## config.mk

```make
export PLATFORM = sky130hd
export DESIGN_NAME = n64_joybus_rx
export DESIGN_NICKNAME = d
export VERILOG_FILES = /design/src/rtl/n64_pkg.sv /design/src/rtl/n64_line_sync.sv /design/src/rtl/n64_joybus_rx.sv
export SDC_FILE = /design/constraint.sdc
export NUM_CORES = 1
export LEC_CHECK = 0
export CAP_MARGIN = 20
export CORE_ASPECT_RATIO = 1.1
export CORE_MARGIN = 1
export CORE_UTILIZATION = 44
export CTS_CLUSTER_DIAMETER = 150
export DETAILED_ROUTE_END_ITERATION = 6
export GPL_ROUTABILITY_DRIVEN = 0
export PLACE_DENSITY = 0.78
export SYNTH_ARGS = -nofsm -noshare
export SYNTH_HDL_FRONTEND = slang
export SYNTH_SLANG_ARGS = --single-unit
```

## constraint.sdc

```tcl
create_clock -name clk -period 2.4 [get_ports clk]
set_input_delay 0.48 -clock clk [delete_from_list [all_inputs] [get_ports clk]]
set_output_delay 0.48 -clock clk [all_outputs]
set_load 0.05 [all_outputs]
```

## src/rtl/n64_pkg.sv

```systemverilog
// Joybus shared definitions: FSM state encoding and error codes.
// Used by the receiver and the upcoming Joybus transmitter.
package n64_pkg;

  typedef enum logic [2:0] {
    S_IDLE,
    S_ARMED,
    S_LOW,
    S_HIGH,
    S_DONE,
    S_ERR
  } state_t;

  localparam logic [1:0] ERR_NONE         = 2'b00;
  localparam logic [1:0] ERR_LOW_TOO_LONG = 2'b01;
  localparam logic [1:0] ERR_SHORT_FRAME  = 2'b10;
  localparam logic [1:0] ERR_NO_STOP      = 2'b11;

endpackage

```

## src/rtl/n64_line_sync.sv

```systemverilog
// Joybus line synchroniser, optional glitch filter, edge pulses.
// Macro N64_RX_GLITCH_FILTER_EN enables the 3-cycle stability filter.
module n64_line_sync (
  input  logic clk,
  input  logic rst_n,
  input  logic gpio_line,
  output logic line_s,
  output logic fall_p,
  output logic rise_p
);

  logic [1:0] sync_q;
  logic       prev_q;

  // two-flop synchroniser; line idles high
  always_ff @(posedge clk) begin
    if (!rst_n) sync_q <= 2'b11;
    else        sync_q <= {sync_q[0], gpio_line};
  end

`ifdef N64_RX_GLITCH_FILTER_EN
  logic [1:0] hist_q;
  logic       filt_q;

  // follow the line only after 3 equal samples in a row
  always_ff @(posedge clk) begin
    if (!rst_n) begin
      hist_q <= 2'b11;
      filt_q <= 1'b1;
    end else begin
      hist_q <= {hist_q[0], sync_q[1]};
      if ({hist_q, sync_q[1]} == 3'b000)
        filt_q <= 1'b0;
      else if ({hist_q, sync_q[1]} == 3'b111)
        filt_q <= 1'b1;
    end
  end

  assign line_s = filt_q;
`else
  assign line_s = sync_q[1];
`endif

  // previous level for edge detection
  always_ff @(posedge clk) begin
    if (!rst_n) prev_q <= 1'b1;
    else        prev_q <= line_s;
  end

  assign fall_p = prev_q & ~line_s;
  assign rise_p = ~prev_q & line_s;

endmodule

```

## src/rtl/n64_joybus_rx.sv

```systemverilog
// Joybus receiver: pulse-width bit decode, stop-bit check, typed errors.
// Optional macro N64_RX_GLITCH_FILTER_EN adds an input glitch filter.
module n64_joybus_rx #(
  parameter int NUM_BITS     = 32,
  parameter int CNT_W        = 10,
  parameter int BIT_THRESH   = 200,
  parameter int MAX_LOW      = 400,
  parameter int IDLE_TIMEOUT = 600
) (
  input  logic                clk,
  input  logic                rst_n,
  input  logic                enable,
  input  logic                gpio_line,
  output logic                busy,
  output logic                data_valid,
  output logic [NUM_BITS-1:0] data,
  output logic                error,
  output logic [1:0]          err_code
);

  import n64_pkg::*;

  localparam int BC_W = $clog2(NUM_BITS + 1);

  typedef logic [CNT_W-1:0] cnt_t;
  typedef logic [BC_W-1:0]  bcnt_t;

  localparam cnt_t  CNT_MAX  = '1;
  localparam cnt_t  CNT_ONE  = cnt_t'(1);
  localparam cnt_t  THRESH   = cnt_t'(BIT_THRESH);
  localparam cnt_t  LOW_LIM  = cnt_t'(MAX_LOW);
  localparam cnt_t  IDLE_LIM = cnt_t'(IDLE_TIMEOUT);
  localparam bcnt_t FULL     = bcnt_t'(NUM_BITS);

  if (IDLE_TIMEOUT + 1 > (2 ** CNT_W) - 1) begin : g_cnt_w_chk
    $error("CNT_W too narrow to count past IDLE_TIMEOUT");
  end
  if (NUM_BITS < 1 || NUM_BITS > 64) begin : g_bits_chk
    $error("NUM_BITS must be 1..64");
  end

  state_t        state_q, state_d;
  cnt_t          cnt_q, cnt_inc;
  bcnt_t         bit_cnt_q;
  logic [NUM_BITS-1:0] data_q;
  logic [1:0]    err_code_q;
  logic          line_s, fall_p, rise_p;
  logic          full, low_over, high_over;

  n64_line_sync u_sync (
    .clk       (clk),
    .rst_n     (rst_n),
    .gpio_line (gpio_line),
    .line_s    (line_s),
    .fall_p    (fall_p),
    .rise_p    (rise_p)
  );

  assign cnt_inc   = (cnt_q == CNT_MAX) ? cnt_q : cnt_q + CNT_ONE;
  assign full      = (bit_cnt_q == FULL);
  assign low_over  = (cnt_q > LOW_LIM);
  assign high_over = (cnt_q > IDLE_LIM) && line_s;

  // state register
  always_ff @(posedge clk) begin
    if (!rst_n) state_q <= S_IDLE;
    else        state_q <= state_d;
  end

  // next-state logic
  always_comb begin
    state_d = state_q;
    unique case (state_q)
      S_IDLE:  if (enable) state_d = S_ARMED;
      S_ARMED: if (fall_p) state_d = S_LOW;
      S_LOW: begin
        if (low_over)    state_d = S_ERR;
        else if (rise_p) state_d = full ? S_DONE : S_HIGH;
      end
      S_HIGH: begin
        if (fall_p)         state_d = S_LOW;
        else if (high_over) state_d = S_ERR;
      end
      S_DONE:  state_d = S_IDLE;
      S_ERR:   state_d = S_IDLE;
      default: state_d = S_IDLE;
    endcase
  end

  // outputs decoded from state
  always_comb begin
    busy       = (state_q == S_ARMED) || (state_q == S_LOW) ||
                 (state_q == S_HIGH);
    data_valid = (state_q == S_DONE);
    error      = (state_q == S_ERR);
  end

  // pulse counter, bit counter, shift register, error code
  always_ff @(posedge clk) begin
    if (!rst_n) begin
      cnt_q      <= '0;
      bit_cnt_q  <= '0;
      data_q     <= '0;
      err_code_q <= ERR_NONE;
    end else begin
      unique case (state_q)
        S_IDLE: begin
          if (enable) begin
            cnt_q      <= '0;
            bit_cnt_q  <= '0;
            data_q     <= '0;
            err_code_q <= ERR_NONE;
          end
        end
        S_ARMED: if (fall_p) cnt_q <= CNT_ONE;
        S_LOW: begin
          if (low_over) begin
            err_code_q <= ERR_LOW_TOO_LONG;
          end else if (rise_p && !full) begin
            data_q    <= (data_q << 1) |
                         NUM_BITS'(cnt_q < THRESH);
            bit_cnt_q <= bit_cnt_q + bcnt_t'(1);
            cnt_q     <= CNT_ONE;
          end else begin
            cnt_q <= cnt_inc;
          end
        end
        S_HIGH: begin
          if (fall_p)
            cnt_q <= CNT_ONE;
          else if (high_over)
            err_code_q <= full ? ERR_NO_STOP : ERR_SHORT_FRAME;
          else
            cnt_q <= cnt_inc;
        end
        default: ;
      endcase
    end
  end

  assign data     = data_q;
  assign err_code = err_code_q;

endmodule
```

# --- Word-level counts from Yosys, hierarchy flattened ---
# Index checks and enable logic that the tools add are counted.
word_totals:
  regBits: 56
  in_bits: 4
  output_inout_bits: 37
  elab_cells: 77
classes:
  n_addsub: 2
  magnitude_cmp: 3
  eq_ne: 17
  mux: 30
  bitwise_logic: 5
  n_reduce_logical: 13
op_table:
  columns: ["cell", "count"]
  rows:
  - ["32-bit 2-to-1 mux", 3]
  - ["10-bit 2-to-1 mux", 7]
  - ["32-bit one-hot mux with 2 select lines", 1]
  - ["10-bit one-hot mux with 4 select lines", 1]
  - ["32-bit by 1-bit bitwise OR with 32-bit output", 1]
  - ["3-bit 2-to-1 mux", 7]
  - ["6-bit 2-to-1 mux", 3]
  - ["2-bit != test (second input constant)", 6]
  - ["3-bit one-hot mux with 4 select lines", 1]
  - ["6-bit one-hot mux with 2 select lines", 1]
  - ["10-bit by 1-bit adder with 10-bit output (second input constant)", 1]
  - ["10-bit equality test (second input constant)", 1]
  - ["10-bit greater-than comparator (second input constant)", 1]
  - ["10-bit by 9-bit greater-than comparator with 1-bit output (second input constant)", 1]
  - ["10-bit by 8-bit less-than comparator with 1-bit output (second input constant)", 1]
  - ["5-bit AND reduction", 2]
  - ["3-bit != test (second input constant)", 3]
  - ["2-bit 2-to-1 mux", 4]
  - ["4-bit AND reduction", 2]
  - ["6-bit by 1-bit adder with 6-bit output (second input constant)", 1]
  - ["3-bit by 2-bit equality test with 1-bit output (second input constant)", 2]
  - ["3-bit equality test (second input constant)", 2]
  - ["6-bit equality test (second input constant)", 1]
  - ["2-bit one-hot mux with 3 select lines", 1]
  - ["other kinds (12)", 16]

# --- Depth between registers and ports, before layout ---
# Gate-level depths: netlist of run 1.
depth:
  word_depth: 6
  depth_mapped: 9
  ltp_nobuf: 7

# --- Cells and area by module ---
# Synthesis of run 1 repeated with hierarchy kept, for this count alone.
hier_totals:
  hier_cells: 332
  area_unflattened_um2: 2683.8
modules_own_cells:
  columns: ["module", "instances", "cells_each", "area_each_um2", "seq_area_each_um2"]
  rows:
  - ["n64_joybus_rx", 1, 324, 2592.5, 1061.0]
  - ["n64_line_sync", 1, 8, 91.3, 60.1]

# --- Worst setup path before layout of run 1 ---
# OpenSTA, ideal clock, no wires.
synth_timing:
  path_kind: "flip-flop to output port"
  start: "reg state_q[2]"
  end: "out data_valid"
  t_arrival_ps: 1839
  required_ps: 1920
  setup_slack_ps: 81
  path_stages_with_launch: 4
  n_path_buf: 1
  cell_sequence: "dfxtp_1 > clkbuf_1 > inv_1 > nor3_1"
synth_via:
  elab_chain_cells: 1
synth_rtl:
  columns: ["element", "line_no", "text"]
  rows:
  - ["start, declared", "n64_joybus_rx.sv:42", "state_t state_q, state_d;"]
  - ["start signal, assigned", "n64_joybus_rx.sv:67", "else state_q <= state_d;"]
  - ["3-bit equality test", "n64_joybus_rx.sv:94", "data_valid = (state_q == S_DONE);"]
  - ["end, declared", "n64_joybus_rx.sv:15", "output logic data_valid,"]
# No other way between the ends.

# --- Worst setup path in the final report of run 1 ---
layout_timing:
  start: "reg bit_cnt_q[0]"
  end: "reg cnt_q[8]"
layout_via:
  elab_chain_cells: 6
layout_rtl:
  columns: ["element", "line_no", "text"]
  rows:
  - ["start, declared", "n64_joybus_rx.sv:44", "bcnt_t bit_cnt_q;"]
  - ["start signal, assigned", "n64_joybus_rx.sv:122", "bit_cnt_q <= bit_cnt_q + bcnt_t'(1);"]
  - ["6-bit equality test", "n64_joybus_rx.sv:60", "assign full = (bit_cnt_q == FULL);"]
  - ["1-bit logical NOT", "n64_joybus_rx.sv:119", "end else if (rise_p && !full) begin"]
  - ["1-bit logical AND", "n64_joybus_rx.sv:119", null]
  - ["10-bit 2-to-1 mux", "n64_joybus_rx.sv:119", null]
  - ["10-bit 2-to-1 mux", "n64_joybus_rx.sv:117", "if (low_over) begin"]
  - ["10-bit one-hot mux with 4 select lines", "n64_joybus_rx.sv:106", "unique case (state_q)"]
  - ["end signal, assigned", "n64_joybus_rx.sv:125", "cnt_q <= cnt_inc;"]
  - ["end signal, assigned", "n64_joybus_rx.sv:134", "cnt_q <= cnt_inc;"]
  - ["end, declared", "n64_joybus_rx.sv:43", "cnt_t cnt_q, cnt_inc;"]
# No other way between the ends. The select of a mux whose other input is x is not followed.
# A chain may end at the register's enable or synchronous reset.

==> impl_metrics.json, run 1 <==
{
  "run_status": "complete, no violations",
  "die_y_um": 83.1,
  "clkSlewWorstSetupHoldPaths_ns": 0.10,
  "synth.most_common_cell": "sky130_fd_sc_hd__nand2_1",
  "post-route-worst-setup-slack_ns": 0.158,
  "totalWireLength_mm": 6.01,
  "cp.required_ns": 2.62,
  "critical_path_buf_inv_count": 1,
  "netlist_instances": 328,
  "max_slew_violation_count": 0,
  "max-cap-violations": 0,
  "root_buffer": "sky130_fd_sc_hd__clkbuf_8",
  "dieArea_mm2": 0.00630,
  "cts.path.max_buffers": 2,
  "tritoncts_num_sinks": 56,
  "final_antenna_net_count": 0,
  "cts_tree": "built",
  "wl_per_cell_um": 13.5,
  "preCtsSetupSlack_ns": 0.0705,
  "finalClockSkew_ns": 0.0100,
  "place.detailed.instances": 435,
  "io_buffer_count": 40,
  "timing_worst_slew_pin_value_ns": 0.649,
  "power.static_leakage_nw": 1.07,
  "syn_area_mm2": 0.00263,
  "start_util_pct": 45.6,
  "finish.net_count": 374,
  "finish.instance_area_mm2": 0.00322,
  "synth.largest_area_cell": "sky130_fd_sc_hd__dfxtp_1",
  "postSynthRegisterBits": 56,
  "critical_path.slowest_cell": "sky130_fd_sc_hd__a2111o_1",
  "routed-via-count": 2531,
  "ys_seq_area_share_pct": 42.6,
  "total_power_mw": 2.34,
  "via_cell_ratio": 5.70,
  "critical_path.max_fanout": 6,
  "total_gr_overflow": 0,
  "first_global_vias": 2195,
  "dieWidth_um": 75.8,
  "drt_first_pass_iters": 5,
  "grt_start_max_net_pins": 38,
  "hp-class": "flip-flop to flip-flop",
  "finalSetupViolCount": 0,
  "clk_latency_worst_skew_pair_ns": 0.31,
  "antenna_found_initial": 0,
  "mappedNetlistNets": 336,
  "io-pin-count": 41,
  "yosys-top-cells-area": "sky130_fd_sc_hd__dfxtp_1 (43%), sky130_fd_sc_hd__nand2_1 (11%), sky130_fd_sc_hd__a21oi_1 (9.1%), sky130_fd_sc_hd__ha_1 (1.9%), sky130_fd_sc_hd__nor3_1 (1.9%)",
  "floorplan.rows": 29,
  "syn-mean-instance-area_um2": 8.03,
  "cts_made_buffers": 5,
  "async_flop_share_pct": 0,
  "drt_drc_violations_left": 0,
  "r2r_setup_slack_ns": 0.16,
  "h-tree-depth": 2,
  "predominant_post_synthesis_flop_cell": "sky130_fd_sc_hd__dfxtp_1",
  "n_fill_cell": 521,
  "worst_slew_margin_rel_pct": 56.4,
  "pwr_density_cell_mw_per_mm2": 726,
  "core_footprint_mm2": 0.00577,
  "endpoints_failing_hold": 0,
  "peak_supply_drop_mv": 0.468,
  "cp_cell_sequence": "inv_1 > ha_1 > nor4b_2 > a21oi_1 > a2111o_1 > a21o_1 > a311oi_1",
  "postPlaceCellArea_mm2": 0.00311,
  "insertedDiodeCount": 0,
  "yosys_warnings": 0,
  "layout.core_utilization_pct": 55.8,
  "area_growth_syn_to_layout_pct": 22.2,
  "dp_hpwl_mm": 4.28,
  "global_route_wire_length_before_repair_mm": 9.61,
  "drive_gt1_share_pct": 9.81,
  "period_needed_ns": 2.24,
  "critical-path-max-stage-delay_ns": 0.54,
  "hold_slack_final_ns": 0.422,
  "totalNegativeSetupSlack_ns": 0,
  "finalCritPeriodShare_pct": 93.4,
  "cts-hold-fix-buffers": 0,
  "grt.total_usage_pct": 19.1,
  "synth_largest_type_area_fraction_pct": 42.6,
  "critPathArrivalTime_ns": 2.46,
  "kind_of_capture_point_of_the_worst_setup_path": "flip-flop",
  "fin_cells": 444,
  "cp-start-kind": "flip-flop",
  "crit_type": "flip-flop to flip-flop",
  "netlist-cell-type-count": 53,
  "initialDrtViolationCount": 210,
  "cell_family_with_most_cp_delay": "compound AO/OA/AOI/OAI gates",
  "synthTopCellsByCount": "sky130_fd_sc_hd__nand2_1 (80), sky130_fd_sc_hd__dfxtp_1 (56), sky130_fd_sc_hd__a21oi_1 (48), sky130_fd_sc_hd__nor2_1 (11), sky130_fd_sc_hd__nor3_1 (10)",
  "synth_enable_flop_cells": 0,
  "top_achievable_clock_speed_mhz": 446
}
[cell type report]
| class | instances | area, um2 | share of cell area (%) |
|---|---|---|---|
| Sequential cell | 56 | 1120 | 34.8 |
| Multi-Input combinational cell | 242 | 1370 | 42.5 |
| Timing Repair Buffer | 52 | 508 | 15.8 |
| Inverter | 9 | 33.8 | 1.05 |
| Clock buffer | 5 | 68.8 | 2.14 |
| Tap cell | 77 | 96.3 | 2.99 |
| Clock inverter | 3 | 21.3 | 0.661 |
[worst paths after layout]
path	end	start	depth (start not counted)
worst max register to register	cnt_q[8]$_SDFFE_PN0P_	bit_cnt_q[0]$_SDFFE_PN0P_	7
worst min register to register	u_sync.sync_q[1]$_SDFF_PN1_	u_sync.sync_q[0]$_SDFF_PN1_	1
worst min-delay path	u_sync.sync_q[1]$_SDFF_PN1_	u_sync.sync_q[0]$_SDFF_PN1_	1
worst max-delay path	cnt_q[8]$_SDFFE_PN0P_	bit_cnt_q[0]$_SDFFE_PN0P_	7
[power by group]
group          internal (mW)  switching, mW
Clock                  0.208          0.305
Combinational          0.292          0.511
Sequential             0.966         0.0564
Total                   1.47          0.872
[repair_timing]
| item | 4_1_cts | 5_1_grt |
|---|---|---|
| setup buffers | 0 | 1 |
| resized for setup | 0 | 2 |
| hold endpoints to repair | 0 | 0 |
| setup endpoints to repair | 0 | 41 |
[cells by family after synthesis]
| kind of cell | synth area share [%] |
|---|---|
| buf+inv | 6.23 |
| mux | 0.380 |
| fa+ha+maj | 1.90 |
| simple gates | 26.9 |
| xor+xnor | 0.333 |
| compound gates | 21.7 |
| flops | 42.6 |
[layout by cell type, fill, tap and decap left out, drive strengths merged, types with 5 or more instances in the layout]
master / instances
a211oi: 6
a21oi: 48
a31oi: 6
and3: 5
buf: 15
clkbuf: 5
clkdlybuf4s50: 37
dfxtp: 56
inv: 10
nand2: 80
nand2b: 6
nand3: 8
nand4: 6
nor2: 11
nor3: 10
o21ai: 6
o31ai: 5
[per-layer routing]
metal,GRT usage [%],routed length (um)
met1,24.4,2590
met2,31.5,2920
met3,3.76,392
met4,6.23,106
met5,0,0
[worst reg2reg max path, stage by stage (launching register included)]
cell and delay (ns):
sky130_fd_sc_hd__dfxtp_1 0.36, sky130_fd_sc_hd__inv_1 0.09, sky130_fd_sc_hd__ha_1 0.15, sky130_fd_sc_hd__nor4b_2 0.29, sky130_fd_sc_hd__a21oi_1 0.23, sky130_fd_sc_hd__a2111o_1 0.54, sky130_fd_sc_hd__a21o_1 0.28, sky130_fd_sc_hd__a311oi_1 0.22
[flip-flops by register name, summed over array words and instances, names as in the netlist]
register,cells
data,32
cnt_q,10
bit_cnt_q,6
state_q,3
err_code,2
u_sync.sync_q,2
u_sync.prev_q,1
(Power assumes the default switching activity.)
==> inputs of run 2 (changes only) <==
--- a/config.mk
+++ b/config.mk
@@ -12,7 +12,9 @@
 export CTS_CLUSTER_DIAMETER = 150
 export DETAILED_ROUTE_END_ITERATION = 6
 export GPL_ROUTABILITY_DRIVEN = 0
-export PLACE_DENSITY = 0.78
+export PLACE_DENSITY = 0.72
+export SLEW_MARGIN = 20
 export SYNTH_ARGS = -nofsm -noshare
 export SYNTH_HDL_FRONTEND = slang
 export SYNTH_SLANG_ARGS = --single-unit
+export TNS_END_PERCENT = 20
==> run 2 against run 1 <==
Net effect:
- final cell count is 0.45% lower
- hold slack improved by 0.0045 ns
- utilization increased by 0.11 points
- largest cell class unchanged
- via count down 3.3%
==> impl_metrics.json, run 2 (synthesized netlist as in run 1, its figures left out) <==
{
  "run_status": "complete, no violations",
  "die_y_um": 83.1,
  "cts_made_buffers": 5,
  "h-tree-depth": 2,
  "grt_use_met3_pct": 3.64,
  "place.detailed.instances": 434,
  "pwr_density_cell_mw_per_mm2": 750,
  "drive_gt1_share_pct": 9.32,
  "floorplan.rows": 29,
  "power_switching_mw": 0.861,
  "area.sequential_mm2": 0.00112,
  "clkSlewWorstSetupHoldPaths_ns": 0.10,
  "io-pin-count": 41,
  "antenna_found_initial": 0,
  "tritoncts_num_sinks": 56,
  "period_needed_ns": 2.20,
  "final_antenna_net_count": 0,
  "gr-usage-met1_pct": 25.5,
  "cell_family_with_most_cp_delay": "compound AO/OA/AOI/OAI gates",
  "global_route_wire_length_before_repair_mm": 9.43,
  "most_frequent_cells_in_the_layout": "sky130_fd_sc_hd__nand2_1 (80), sky130_fd_sc_hd__dfxtp_1 (56), sky130_fd_sc_hd__a21oi_1 (48)",
  "cp-start-kind": "flip-flop",
  "total_power_mw": 2.42,
  "n_fill_cell": 534,
  "top_achievable_clock_speed_mhz": 455,
  "root_buffer": "sky130_fd_sc_hd__clkbuf_8",
  "power_frac_comb_pct": 31.7,
  "grt.total_usage_pct": 18.8,
  "dp_hpwl_mm": 3.96,
  "max-cap-violations": 0,
  "critPathArrivalTime_ns": 2.43,
  "cts_tree": "built",
  "peak_supply_drop_mv": 0.446,
  "fin_cells": 442,
  "finalCritPeriodShare_pct": 91.6,
  "finish.net_count": 372,
  "via_cell_ratio": 5.54,
  "critical_path.max_fanout": 6,
  "finalSetupViolCount": 0,
  "cts.path.max_buffers": 2,
  "kind_of_capture_point_of_the_worst_setup_path": "flip-flop",
  "internal-power_mw": 1.56,
  "critical-path-max-stage-delay_ns": 0.53,
  "routed-via-count": 2448,
  "worst_slew_margin_rel_pct": 66.0,
  "seqPwrFrac_pct": 42.5,
  "timing_worst_slew_pin_value_ns": 0.506,
  "grt_use_met2_pct": 29.0,
  "grt_start_max_net_pins": 38,
  "wl_per_cell_um": 13.0,
  "initialDrtViolationCount": 147,
  "swShare_pct": 35.6,
  "totalWireLength_mm": 5.73,
  "dieArea_mm2": 0.00630,
  "crit_type": "flip-flop to flip-flop",
  "critical_path.slowest_cell": "sky130_fd_sc_hd__a2111o_1",
  "multi_input_comb_area_mm2": 0.00136,
  "max_slew_violation_count": 0,
  "cp.required_ns": 2.63,
  "endpoints_failing_hold": 0,
  "core_footprint_mm2": 0.00577,
  "grt.busiest_layer": "met2",
  "totalNegativeSetupSlack_ns": 0,
  "dieWidth_um": 75.8,
  "cp_cell_sequence": "inv_1 > ha_1 > nor4b_2 > a21oi_1 > a2111o_1 > a21o_1 > a311oi_1",
  "finalClockSkew_ns": 0.00485,
  "drt_first_pass_iters": 4,
  "area_growth_syn_to_layout_pct": 22.5,
  "io_buffer_count": 40,
  "critical_path_buf_inv_count": 1,
  "power.static_leakage_nw": 1.07,
  "first_global_vias": 2101,
  "most_common_cell_after_layout_fill_and_taps_aside": "sky130_fd_sc_hd__nand2_1",
  "setup_repair_after_global_routing_missed_its_margin": "no",
  "start_util_pct": 45.6,
  "largest_register_ff_count": 32,
  "pwr-share-clk_pct": 25.8,
  "total_gr_overflow": 0,
  "insertedDiodeCount": 0,
  "clk_latency_worst_skew_pair_ns": 0.31,
  "drt_drc_violations_left": 0,
  "hp-class": "flip-flop to flip-flop"
}
[run 2: worst paths after layout]
check | startpoint | endpoint | slack [ns] | cells past startpoint
setup / recovery | bit_cnt_q[0]$_SDFFE_PN0P_ | cnt_q[8]$_SDFFE_PN0P_ | 0.20 | 7
hold / removal | u_sync.sync_q[0]$_SDFF_PN1_ | u_sync.sync_q[1]$_SDFF_PN1_ | 0.43 | 1
setup reg to reg | bit_cnt_q[0]$_SDFFE_PN0P_ | cnt_q[8]$_SDFFE_PN0P_ | 0.20 | 7
hold reg to reg | u_sync.sync_q[0]$_SDFF_PN1_ | u_sync.sync_q[1]$_SDFF_PN1_ | 0.43 | 1
[run 2: area by class of cell]
type	count	area share, %
well taps	77	2.99
clock inverters	3	1.47
clock buffers	5	2.13
multi-input cells	242	42.2
inverters	9	1.05
repair buffers	50	15.4
flip-flops and latches	56	34.8
[run 2: stage by stage]
step	area, um2	hold slack [ns]	util, %	worst slack, ns
after floorplan	2630	0.386	-	0.0812
after global placement	3100	0.395	53.7	0.104
after detailed placement	3100	0.400	53.7	0.0870
after CTS	3210	0.432	55.7	0.0543
after global routing	3220	0.444	55.9	0.0716
final	3220	0.427	55.9	0.201
[run 2: routing by layer]
metal | up-vias | share of wire, %
li1 | 1228 | -
met4 | 0 | 1.6
met1 | 1130 | 46
met5 | - | 0
met3 | 10 | 4.6
met2 | 80 | 48
[run 2: worst register-to-register path: stages (launching register included)]
cell	delay (ns)
sky130_fd_sc_hd__dfxtp_1	0.36
sky130_fd_sc_hd__inv_1	0.09
sky130_fd_sc_hd__ha_1	0.14
sky130_fd_sc_hd__nor4b_2	0.30
sky130_fd_sc_hd__a21oi_1	0.22
sky130_fd_sc_hd__a2111o_1	0.53
sky130_fd_sc_hd__a21o_1	0.29
sky130_fd_sc_hd__a311oi_1	0.20
[run 2: timing repair]
action / in CTS / in global routing
setup buffers: 0 / 0
hold buffers: 0 / 0
resized for setup: 0 / 2
endpoints found under the setup margin: 0 / 39
[run 2: power by group through the flow]
stage | clock (mW) | sequential [mW] | combinational (mW)
final | 0.624 | 1.03 | 0.767
after global routing | 0.686 | 1.04 | 0.836
after CTS | 0.644 | 1.03 | 0.757
after detailed placement | 0 | 1.05 | 0.754
after global placement | 0 | 1.05 | 0.750
after floorplan | 0 | 1.04 | 0.580
==> inputs of run 3 (changes only) <==
--- a/config.mk
+++ b/config.mk
@@ -6,13 +6,14 @@
 export NUM_CORES = 1
 export LEC_CHECK = 0
 export CAP_MARGIN = 20
-export CORE_ASPECT_RATIO = 1.1
+export CORE_ASPECT_RATIO = 1.75
 export CORE_MARGIN = 1
 export CORE_UTILIZATION = 44
 export CTS_CLUSTER_DIAMETER = 150
 export DETAILED_ROUTE_END_ITERATION = 6
+export DONT_BUFFER_PORTS = 1
 export GPL_ROUTABILITY_DRIVEN = 0
-export PLACE_DENSITY = 0.72
+export PLACE_DENSITY = 0.64
 export SLEW_MARGIN = 20
 export SYNTH_ARGS = -nofsm -noshare
 export SYNTH_HDL_FRONTEND = slang
==> run 3 against run 2 <==
Net effect:
- count of clock-buffer cells in the layout unchanged
- flip-flop and latch count unchanged
- utilization down 5.8 points
- die area up 0.19%
- first-iteration DRC count up 13%
- worst setup slack better by 0.013 ns
- register-to-register slack about the same
- clock power down 17%
- largest power group unchanged
- highest routed layer unchanged
==> impl_metrics.json, run 3 (synthesized netlist as in run 1, its figures left out) <==
{
  "run_status": "complete, no violations",
  "cp_cell_sequence": "inv_1 > ha_1 > or3b_4 > a211oi_4 > buf_4 > a31oi_4 > or3_1 > a21oi_1",
  "regToRegStartpoint": "cnt_q[0]$_SDFFE_PN0P_",
  "top_achievable_clock_speed_mhz": 457,
  "critical_path.slowest_cell": "sky130_fd_sc_hd__or3b_4",
  "area.sequential_mm2": 0.00112,
  "most_common_cell_after_layout_fill_and_taps_aside": "sky130_fd_sc_hd__nand2_1",
  "worst_reg2reg_path_depth": 8,
  "timing_worst_slew_pin_value_ns": 0.562,
  "first_global_vias": 2205,
  "worstReg2RegEnd": "bit_cnt_q[3]$_SDFFE_PN0P_",
  "max-cap-violations": 0,
  "drive_gt1_share_pct": 11.2,
  "endpoints_failing_hold": 0,
  "totalNegativeSetupSlack_ns": 0,
  "r2r_setup_slack_ns": 0.21,
  "total_gr_overflow": 0,
  "finalClockSkew_ns": 0.00843,
  "dieWidth_um": 60.5,
  "largest_register_ff_count": 32,
  "io_buffer_count": 0,
  "cp.required_ns": 2.63,
  "pwr_density_cell_mw_per_mm2": 820,
  "max_slew_violation_count": 0,
  "layout.core_utilization_pct": 50.0,
  "critical_path.max_fanout": 10,
  "total_power_mw": 2.33,
  "dieArea_mm2": 0.00631,
  "via_cell_ratio": 5.65,
  "root_buffer": "sky130_fd_sc_hd__clkbuf_8",
  "most_frequent_cells_in_the_layout": "sky130_fd_sc_hd__nand2_1 (80), sky130_fd_sc_hd__dfxtp_1 (56), sky130_fd_sc_hd__a21oi_1 (48)",
  "wl_per_cell_um": 15.0,
  "insertedDiodeCount": 0,
  "initialDrtViolationCount": 166,
  "totalWireLength_mm": 6.08,
  "h-tree-depth": 2,
  "cts.path.max_buffers": 2,
  "cts-resized-gates": 0,
  "cell_family_with_most_cp_delay": "simple AND/OR/NAND/NOR gates",
  "antenna_found_initial": 0,
  "clk_latency_worst_skew_pair_ns": 0.31,
  "crit_type": "flip-flop to flip-flop",
  "floorplan.rows": 36,
  "hp-class": "primary input to flip-flop",
  "die_y_um": 104,
  "critical_path.startpoint": "cnt_q[0]$_SDFFE_PN0P_",
  "grt_start_max_net_pins": 38,
  "cts-hold-fix-buffers": 0,
  "critical_path_buf_inv_count": 2,
  "multi_input_comb_area_mm2": 0.00137,
  "post-route-worst-setup-slack_ns": 0.214,
  "core_footprint_mm2": 0.00568,
  "finalSetupViolCount": 0,
  "dp_hpwl_mm": 4.32,
  "finish.net_count": 337,
  "power.static_leakage_nw": 0.939,
  "worst_hold_path.num_cells": 1,
  "drt_first_pass_iters": 4,
  "drt_drc_violations_left": 0,
  "cts_tree": "built",
  "period_needed_ns": 2.19,
  "tritoncts_num_sinks": 56,
  "cts_setup_buffers": 0,
  "peak_supply_drop_mv": 0.676,
  "hold_end": "u_sync.prev_q$_SDFF_PN1_",
  "io-pin-count": 41,
  "clkSlewWorstSetupHoldPaths_ns": 0.10,
  "grt.total_usage_pct": 20.4,
  "routed-via-count": 2295,
  "final_antenna_net_count": 0,
  "cp-start-kind": "flip-flop",
  "worst_slew_margin_rel_pct": 62.2,
  "preCtsSetupSlack_ns": 0.118,
  "global_route_wire_length_before_repair_mm": 10.1,
  "min_from": "rst_n",
  "critPathArrivalTime_ns": 2.42,
  "start_util_pct": 46.4,
  "finalCritPeriodShare_pct": 91.1,
  "kind_of_capture_point_of_the_worst_setup_path": "flip-flop",
  "n_fill_cell": 582,
  "setup_repair_after_global_routing_missed_its_margin": "no",
  "area_growth_syn_to_layout_pct": 7.89,
  "cts_made_buffers": 5,
  "critical-path-max-stage-delay_ns": 0.40
}
run 3: worst max path at each step:
stage / endpoint / slack [ns] / cells past startpoint
after detailed placement: cnt_q[8]$_SDFFE_PN0P_ / 0.12 / 7
final: bit_cnt_q[3]$_SDFFE_PN0P_ / 0.21 / 8
after global routing: bit_cnt_q[3]$_SDFFE_PN0P_ / 0.04 / 8
after floorplan: data_valid / 0.08 / 3
after global placement: cnt_q[8]$_SDFFE_PN0P_ / 0.20 / 7
after CTS: cnt_q[8]$_SDFFE_PN0P_ / 0.08 / 7
run 3: layout make-up:
| type | count | area share (%) |
|---|---|---|
| inverters | 9 | 1.19 |
| repair buffers | 15 | 4.41 |
| multi-input cells | 242 | 48.4 |
| flip-flops and latches | 56 | 39.5 |
| clock buffers | 5 | 2.42 |
| well taps | 76 | 3.35 |
| clock inverters | 3 | 0.793 |
run 3: layer usage:
layer  share of wire (%)  up-vias  track usage, %
met5                   0        -               0
met2                  53       61            36.3
li1                    -     1164               -
met3                 4.8       10            3.73
met4                 1.7        0            6.98
met1                  41     1060            23.0
run 3: power by group:
| part | internal (mW) | switching (mW) | total (mW) |
|---|---|---|---|
| logic | 0.273 | 0.505 | 0.778 |
| registers | 0.966 | 0.0682 | 1.03 |
| clock network | 0.210 | 0.308 | 0.518 |
| total | 1.45 | 0.882 | 2.33 |
run 3: stage by stage:
step	hold WS, ns	instance area (um2)	instances
after CTS	0.235	2830	406
after global placement	0.394	2740	398
after floorplan	0.386	2630	328
after global routing	0.232	2840	406
final	0.245	2840	406
after detailed placement	0.400	2740	398
